[src/rtl/logic32_pkg.sv]
// logic32_pkg: opcode type, default width and ones-count helper
// shared by logic32_unit and its result FIFO.
package logic32_pkg;

  localparam int LOGIC32_W   = 32;
  localparam int POPCNT_IN_W = 64;
  localparam int POPCNT_OUT_W = 7;

  typedef enum logic [1:0] {
    OP_AND = 2'b00,
    OP_OR  = 2'b01,
    OP_XOR = 2'b10,
    OP_NOR = 2'b11
  } op_e;

  function automatic logic [POPCNT_OUT_W-1:0] popcnt(
    input logic [POPCNT_IN_W-1:0] v
  );
    logic [POPCNT_OUT_W-1:0] n;
    n = '0;
    for (int i = 0; i < POPCNT_IN_W; i++) begin
      n = n + POPCNT_OUT_W'(v[i]);
    end
    return n;
  endfunction

endpackage

[src/rtl/logic32_fifo.sv]
// logic32_fifo: generic synchronous FIFO, power-of-two depth,
// async active-low reset; head is always presented combinationally.
module logic32_fifo
  import logic32_pkg::*;
#(
  parameter int WIDTH = LOGIC32_W,
  parameter int DEPTH = 2
) (
  input  logic                       clk,
  input  logic                       rst_n,
  input  logic                       push,
  input  logic                       pop,
  input  logic [WIDTH-1:0]           data,
  output logic [WIDTH-1:0]           head,
  output logic                       full,
  output logic                       empty,
  output logic [$clog2(DEPTH+1)-1:0] count
);

  localparam int AW = $clog2(DEPTH);
  localparam int CW = $clog2(DEPTH+1);

  logic [WIDTH-1:0] mem [DEPTH];
  logic [AW-1:0]    wr_ptr;
  logic [AW-1:0]    rd_ptr;
  logic             do_push;
  logic             do_pop;

  assign full    = (count == CW'(DEPTH));
  assign empty   = (count == '0);
  assign do_push = push & ~full;
  assign do_pop  = pop & ~empty;
  assign head    = mem[rd_ptr];

  // Pointers wrap for free because DEPTH is a power of two.
  always_ff @(posedge clk or negedge rst_n) begin
    if (!rst_n) begin
      wr_ptr <= '0;
      rd_ptr <= '0;
      count  <= '0;
    end else begin
      if (do_push) wr_ptr <= wr_ptr + AW'(1);
      if (do_pop)  rd_ptr <= rd_ptr + AW'(1);
      unique case (1'b1)
        do_push & ~do_pop: count <= count + CW'(1);
        do_pop & ~do_push: count <= count - CW'(1);
        default:           count <= count;
      endcase
    end
  end

  always_ff @(posedge clk) begin
    if (do_push) mem[wr_ptr] <= data;
  end

endmodule

[src/rtl/logic32_unit.sv]
// logic32_unit: handshaked AND/OR/XOR/NOR unit with buffered results.
// Define LOGIC32_POPCNT_EN to add the per-result Popcnt output.
module logic32_unit
  import logic32_pkg::*;
#(
  parameter int WIDTH = LOGIC32_W,
  parameter int DEPTH = 2
) (
  input  logic             Clk,
  input  logic             Rst_n,
  input  logic             In_Valid,
  output logic             In_Ready,
  input  logic [WIDTH-1:0] In1,
  input  logic [WIDTH-1:0] In2,
  input  op_e              Op,
  output logic             Out_Valid,
  input  logic             Out_Ready,
  output logic [WIDTH-1:0] Out,
  output logic             Zero
`ifdef LOGIC32_POPCNT_EN
  ,
  output logic [$clog2(WIDTH+1)-1:0] Popcnt
`endif
);

  localparam int CW = $clog2(DEPTH+1);
`ifdef LOGIC32_POPCNT_EN
  localparam int PCW = $clog2(WIDTH+1);
  localparam int PW  = WIDTH + 1 + PCW;
`else
  localparam int PW  = WIDTH + 1;
`endif

  logic [WIDTH-1:0] res;
  logic             res_zero;
  logic [PW-1:0]    wr_data;
  logic [PW-1:0]    head;
  logic [WIDTH-1:0] head_res;
  logic             head_zero;
  logic             push;
  logic             pop;
  logic             full;
  logic             empty;
  logic [CW-1:0]    count;
  logic [CW-1:0]    count_next;
  logic             ready_q;

  always_comb begin
    res = '0;
    unique case (Op)
      OP_AND: res = In1 & In2;
      OP_OR:  res = In1 | In2;
      OP_XOR: res = In1 ^ In2;
      OP_NOR: res = ~(In1 | In2);
    endcase
  end

  assign res_zero = (res == '0);

`ifdef LOGIC32_POPCNT_EN
  logic [PCW-1:0] res_pc;
  assign res_pc  = PCW'(popcnt(POPCNT_IN_W'(res)));
  assign wr_data = {res, res_zero, res_pc};
  assign Popcnt  = empty ? '0 : head[PCW-1:0];
`else
  assign wr_data = {res, res_zero};
`endif

  assign head_res  = head[PW-1 -: WIDTH];
  assign head_zero = head[PW-1-WIDTH];

  assign push = In_Valid & ready_q;
  assign pop  = Out_Valid & Out_Ready;

  logic32_fifo #(
    .WIDTH (PW),
    .DEPTH (DEPTH)
  ) u_fifo (
    .clk   (Clk),
    .rst_n (Rst_n),
    .push  (push),
    .pop   (pop),
    .data  (wr_data),
    .head  (head),
    .full  (full),
    .empty (empty),
    .count (count)
  );

  assign count_next = count + CW'(push) - CW'(pop);

  // A pop always leaves room; otherwise only a non-full next count does.
  always_ff @(posedge Clk or negedge Rst_n) begin
    if (!Rst_n) ready_q <= 1'b0;
    else        ready_q <= pop | (~full & (count_next < CW'(DEPTH)));
  end

  assign In_Ready  = ready_q;
  assign Out_Valid = ~empty;
  assign Out       = empty ? '0 : head_res;
  assign Zero      = empty ? 1'b1 : head_zero;

endmodule

[config.mk]
export PLATFORM = sky130hd
export DESIGN_NAME = logic32_unit
export DESIGN_NICKNAME = d
export VERILOG_FILES = /design/src/rtl/logic32_pkg.sv /design/src/rtl/logic32_fifo.sv /design/src/rtl/logic32_unit.sv
export SDC_FILE = /design/constraint.sdc
export NUM_CORES = 1
export LEC_CHECK = 0
export BUFFER_PORTS_ARGS = -buffer_cell sky130_fd_sc_hd__buf_2
export CORE_ASPECT_RATIO = 1.5
export CORE_UTILIZATION = 60
export CTS_CLUSTER_DIAMETER = 100
export DETAILED_ROUTE_END_ITERATION = 8
export PLACE_DENSITY = 0.86
export REMOVE_ABC_BUFFERS = 1
export SLEW_MARGIN = 15
export SYNTH_ARGS = -nofsm -noshare
export SYNTH_HDL_FRONTEND = slang
export SYNTH_SLANG_ARGS = --single-unit
[constraint.sdc]
create_clock -name Clk -period 7.1 [get_ports Clk]
set_clock_uncertainty 0.05 [all_clocks]
set_input_delay 1.42 -clock Clk [delete_from_list [all_inputs] [get_ports Clk]]
set_output_delay 1.42 -clock Clk [all_outputs]
set_load 0.01 [all_outputs]
======== Yosys cells after proc, flatten, opt, wreduce, memory -nomap -nowiden ========
Memories as Yosys holds them, arrays and structs flattened.
Index checks and enable logic that the tools add are counted.
word-level totals
  register bits after elaboration ......... 5
  bits in writable memories ............... 66
  input port bits ......................... 70
  output and inout bits ................... 35
  word-level logic and storage cells ...... 42
  memories ................................ 1
operators by class
  $add $sub $neg .......................... 6
  magnitude comparators ................... 1
  eq/ne operators ......................... 4
  muxes and demuxes ....................... 6
  bitwise operators ....................... 16
  reduce and logical (&&, ||, !) cells .... 4
memory list
  memory      depth  bits a word  rd ports  clocked after memory_dff  write ports  line                source
  u_fifo.mem  2      33           1         0                         1            logic32_fifo.sv:23  logic [WIDTH-1:0] mem [DEPTH];
operators with widths
  cell                                                                    count
  32-bit case mux with 4 select lines                                     1
  32-bit bitwise AND                                                      1
  32-bit zero test                                                        1
  32-bit two-way mux                                                      1
  32-bit inverter                                                         1
  32-bit OR                                                               1
  32-bit XOR                                                              1
  1-bit bitwise AND                                                       7
  2-bit equality test (second input constant)                             3
  2-bit zero test                                                         2
  1-bit inverter                                                          4
  2-bit case mux with 2 select lines                                      1
  1-bit two-way mux                                                       3
  1-bit adder (second input constant)                                     2
  2-bit by 1-bit adder with 2-bit output                                  1
  2-bit by 1-bit adder with 2-bit output (second input constant)          1
  2-bit by 1-bit equality test with 1-bit output (second input constant)  1
  2-bit less-than comparator (second input constant)                      1
  2-bit nonzero test                                                      1
  2-bit by 1-bit subtractor with 2-bit output                             1
  2-bit by 1-bit subtractor with 2-bit output (second input constant)     1
  1-bit OR                                                                1

======== Longest topological paths before layout ========
  depth after elaboration ................. 7
  depth in mapped cells ................... 7
  mapped depth without buffers ............ 7

======== Modules after synthesis ========
A second synthesis with hierarchy kept.
second synthesis, totals
  cell total of the unflattened synthesis .. 524
  area, all modules ....................... 5,345.1 um2
by module, submodules not included
  module        times used  cells each  area each (um2)  sequential area each (um2)
  logic32_fifo  1           121         2,730.1          2,082.0
  logic32_unit  1           403         2,615.0          25.0

======== Worst setup path after synthesis ========
No wires, ideal clock.
  kind .................................... input to register
  start point ............................. in In_Valid
  end point ............................... mem u_fifo.mem[1][0] (netlist bit) (enable)
  setup time .............................. 423 ps
  arrival ................................. 3,078 ps
  data required time ...................... 6,627 ps
  slack ................................... 3,549 ps
  stages on the path ...................... 3
  buffers on the path ..................... 0
  path through ............................ nand2_1 a21o_1 nor2_1
between the ends
  word-level cells in the longest chain between the ends .. 4
RTL lines
  what                                     line                source
  from (decl)                              logic32_unit.sv:11  input logic In_Valid,
  1-bit bitwise AND                        logic32_unit.sv:72  assign push = In_Valid & ready_q;
  1-bit bitwise AND                        logic32_fifo.sv:31  assign do_push = push & ~full;
  1-bit two-way mux                        logic32_fifo.sv:53  if (do_push) mem[wr_ptr] <= data;
  1-bit two-way mux (implied by the code)  logic32_fifo.sv:53
  to (decl)                                logic32_fifo.sv:23
No other way between the ends.

======== Final worst setup path ========
  start point ............................. in Op[0]
  end point ............................... mem u_fifo.mem[1][0] (netlist bit), data pin
between the ends
  word-level cells in the longest chain between the ends .. 3
  elaborated cells between the ends (all ways) .. 6
  classes of those cells .................. eq/ne: 3; mux: 1; reduce/logical: 2
RTL lines
  what                                               line                source
  from (decl)                                        logic32_unit.sv:15  input op_e Op,
  2-bit equality test, or another cell as far along  logic32_unit.sv:50  unique case (Op)
  32-bit case mux with 4 select lines (*)            logic32_unit.sv:50
  32-bit zero test (*)                               logic32_unit.sv:58  assign res_zero = (res == '0);
  named net res_zero                                 logic32_unit.sv:35  logic res_zero;
Mark *: on every way through the listed nets, which the timed path passes. The rest lies on a longest branch.

==> flow_metrics.py <==
metrics = {
    "detailed_routing": {
        "wl_mm": 9.48,
        "ant_nets": 0,
        "wl_per_cell_um": 13.0,
        "drc": 0,
        "vias_per_cell": 5.29,
        "drt_pass1_iterations": 4,
        "first_iter_violations": 163,
        "vias": 3848,
    },
    "power": {
        "peakVddDrop_mv": 0.277,
        "seqPwrFrac": 0.389,
        "p_int_mw": 1.10,
        "powerDensity_nw_per_um2": 286,
        "swShare": 0.347,
        "comb_power_share": 0.357,
        "p_leak_nw": 2.81,
        "power.share.clock": 0.254,
        "fin_total_pwr_mw": 1.69,
        "p_switching_mw": 0.586,
    },
    "logic_synthesis": {
        "synth_area_um2": 5030,
        "synth_cells": 525,
        "synth_seq_area_share": 0.419,
        "ys_warn_count": 0,
        "yosys.area_share.xor_xnor": 0.0104,
        "synth-simple-area-share": 0.198,
        "synth_fa_ha_area_frac": 0.164,
        "synth_compound_gate_area_share": 0.0718,
        "synth_top_family_by_area": "simple AND/OR/NAND/NOR gates",
        "ys_types": 22,
        "synth.avg_cell_area_um2": 9.59,
        "ys_ff_latch": 71,
        "synth_mux_area_frac": 0.0656,
    },
    "floorplanning": {
        "ios": 105,
        "die_area_um2": 8770,
        "std_cell_rows": 40,
        "start_util": 0.625,
        "core_area_um2": 8060,
        "chipWidth_um": 76.8,
        "fp.dieH_um": 114,
    },
    "clock_network": {
        "holdBufCountCts": 0,
        "worstSkewPairLatency_ns": 0.34,
        "post_cts_resized": 0,
        "cts-htree-levels": 3,
        "cts-buffers-inserted": 9,
        "clk_pin_slew_worst_paths_ns": 0.06,
        "clock_sink_count": 71,
        "cts_buffer_depth": 2,
        "cts_root_buffer": "clkbuf_16",
        "tritoncts": "done",
        "post_cts_buffers": 0,
    },
    "layout": {
        "drive_above_1_share": 0.199,
        "antenna_cells_inserted": 0,
        "final_util": 0.732,
        "nFillCells": 599,
        "mostFrequentLayoutCells": "buf_2, nor2_1, inv_1, ha_1, edfxtp_1",
        "final_common_cell": "buf_2",
        "syn_to_final_growth_pct": 17.2,
        "nets": 754,
    },
    "critical_path": {
        "cp_max_fo": 96,
        "max_stage_delay_ns": 0.60,
        "worstPathArrival_ns": 3.65,
        "cp_num_buf_inv": 2,
        "cp-start-kind": "input pin",
        "cp.required_ns": 7.18,
        "crit_type": "in2reg",
        "slowest_stage": "buf_4",
        "critPathTopFamily": "simple AND/OR/NAND/NOR gates",
        "crit_chain": "buf_2 > buf_4 > nor2b_1 > o21a_1 > o22ai_1 > or4_1 > nor4bb_1",
        "cp_num_cells": 7,
        "crit_path_end_kind": "flip-flop",
        "reg2reg_depth": 7,
    },
    "hold_path": {
        "holdPathStages": 1,
        "hp-class": "reg2reg",
    },
    "timing": {
        "drv_slew": 0,
        "worst_pin_slew_ns": 1.11,
        "setup-tns-final_ns": 0,
        "slew_headroom": 0.260,
        "timing.fmax_mhz": 280,
        "period_minus_slack_ns": 3.57,
        "final.period_utilization": 0.503,
        "finalHoldViolations": 0,
        "rsz0062_at_grt": "false",
        "finalWorstSetupSlack_ns": 3.53,
        "setup_violations": 0,
    },
    "grt": {
        "track_usage": 0.227,
        "grt_pass1_vias": 3645,
        "grt_pass1_wl_mm": 15.3,
        "antenna_found_initial": 0,
        "overflow": 0,
        "grt_max_degree": 97,
    },
    "placement": {
        "hpwl_mm": 6.93,
        "post-place-ws_ns": 3.20,
        "portBuffers": 104,
        "place_congestion": 0.828,
    },
    "run": {
        "drv_cap": 0,
    },
    "outcome": {
        "status": "finished, final reports clean",
    },
}
## area by class of cell
cell class	instances	area, um^2	area share
well taps	105	131	0.0223
repair buffers	106	536	0.0908
inverters	68	255	0.0433
clock buffers	9	225	0.0382
flip-flops and latches	71	2110	0.357
clock inverters	6	62.6	0.0106
multi-input cells	362	2580	0.438
## layer usage
metal	wire, um	global-route usage
met1	3470	0.224
met2	5230	0.429
met3	417	0.0478
met4	363	0.136
met5	0	0
## registers in the layout, summed over array words and instances, names as in the netlist
register and flops:
u_fifo.count 2, In_Ready 1, u_fifo.wr_ptr 1, u_fifo.mem 66
u_fifo.rd_ptr 1
## path summary, 6_finish.rpt
path / startpoint / end / slack [ns]
worst max register to register: u_fifo.count[0]$_DFFE_PN0P_ / In_Ready$_DFF_PN0_ / 4.65
worst max-delay path: Op[0] / u_fifo.mem[1][0]$_DFFE_PP_ / 3.53
worst min-delay path: u_fifo.wr_ptr$_DFFE_PN0P_ / u_fifo.wr_ptr$_DFFE_PN0P_ / 0.51
min in group asynchronous: Rst_n / u_fifo.count[0]$_DFFE_PN0P_ / 0.84
worst min register to register: u_fifo.wr_ptr$_DFFE_PN0P_ / u_fifo.wr_ptr$_DFFE_PN0P_ / 0.51
max in group asynchronous: Rst_n / u_fifo.rd_ptr$_DFFE_PN0P_ / 6.02
## power by group through the flow
stage	clock network, mW	logic (mW)	registers [mW]
floorplan	0	0.379	0.644
global placement	0	0.586	0.656
detailed placement	0	0.602	0.663
CTS	0.429	0.606	0.656
global route	0.448	0.663	0.665
finish	0.429	0.603	0.656
## synthesized netlist by cell type (all sizes together)
master	n	area [um^2]
nor4	2	12.5
dfrtp	5	125
inv	68	255
mux2i	33	330
buf	11	57.6
nand2	3	11.3
xnor2	4	35.0
edfxtp	66	1980
o221ai	1	8.76
xor2	2	17.5
nor2b	65	407
ha	66	826
o21a	32	240
or4	2	15.0
a21oi	1	5.00
nor4bb	1	10.0
nor2	101	379
o22ai	16	100
clkbuf	13	48.8
nor3	32	160
a21o	1	7.51
## stage by stage
step                      cells  hold slack (ns)  area (um^2)
final                       727            0.512         5900
after global routing        727            0.544         5900
after CTS                   727            0.506         5900
after detailed placement    712            0.498         5610
after global placement      712            0.484         5610
after floorplan             501            0.418         4930
## kinds of logic after synthesis
kind of cell	Yosys count
compound gates	51
xor+xnor	6
simple gates	206
flops	71
fa+ha+maj	66
mux	33
buf+inv	92
No activity file was read; power rests on OpenSTA's default activity.
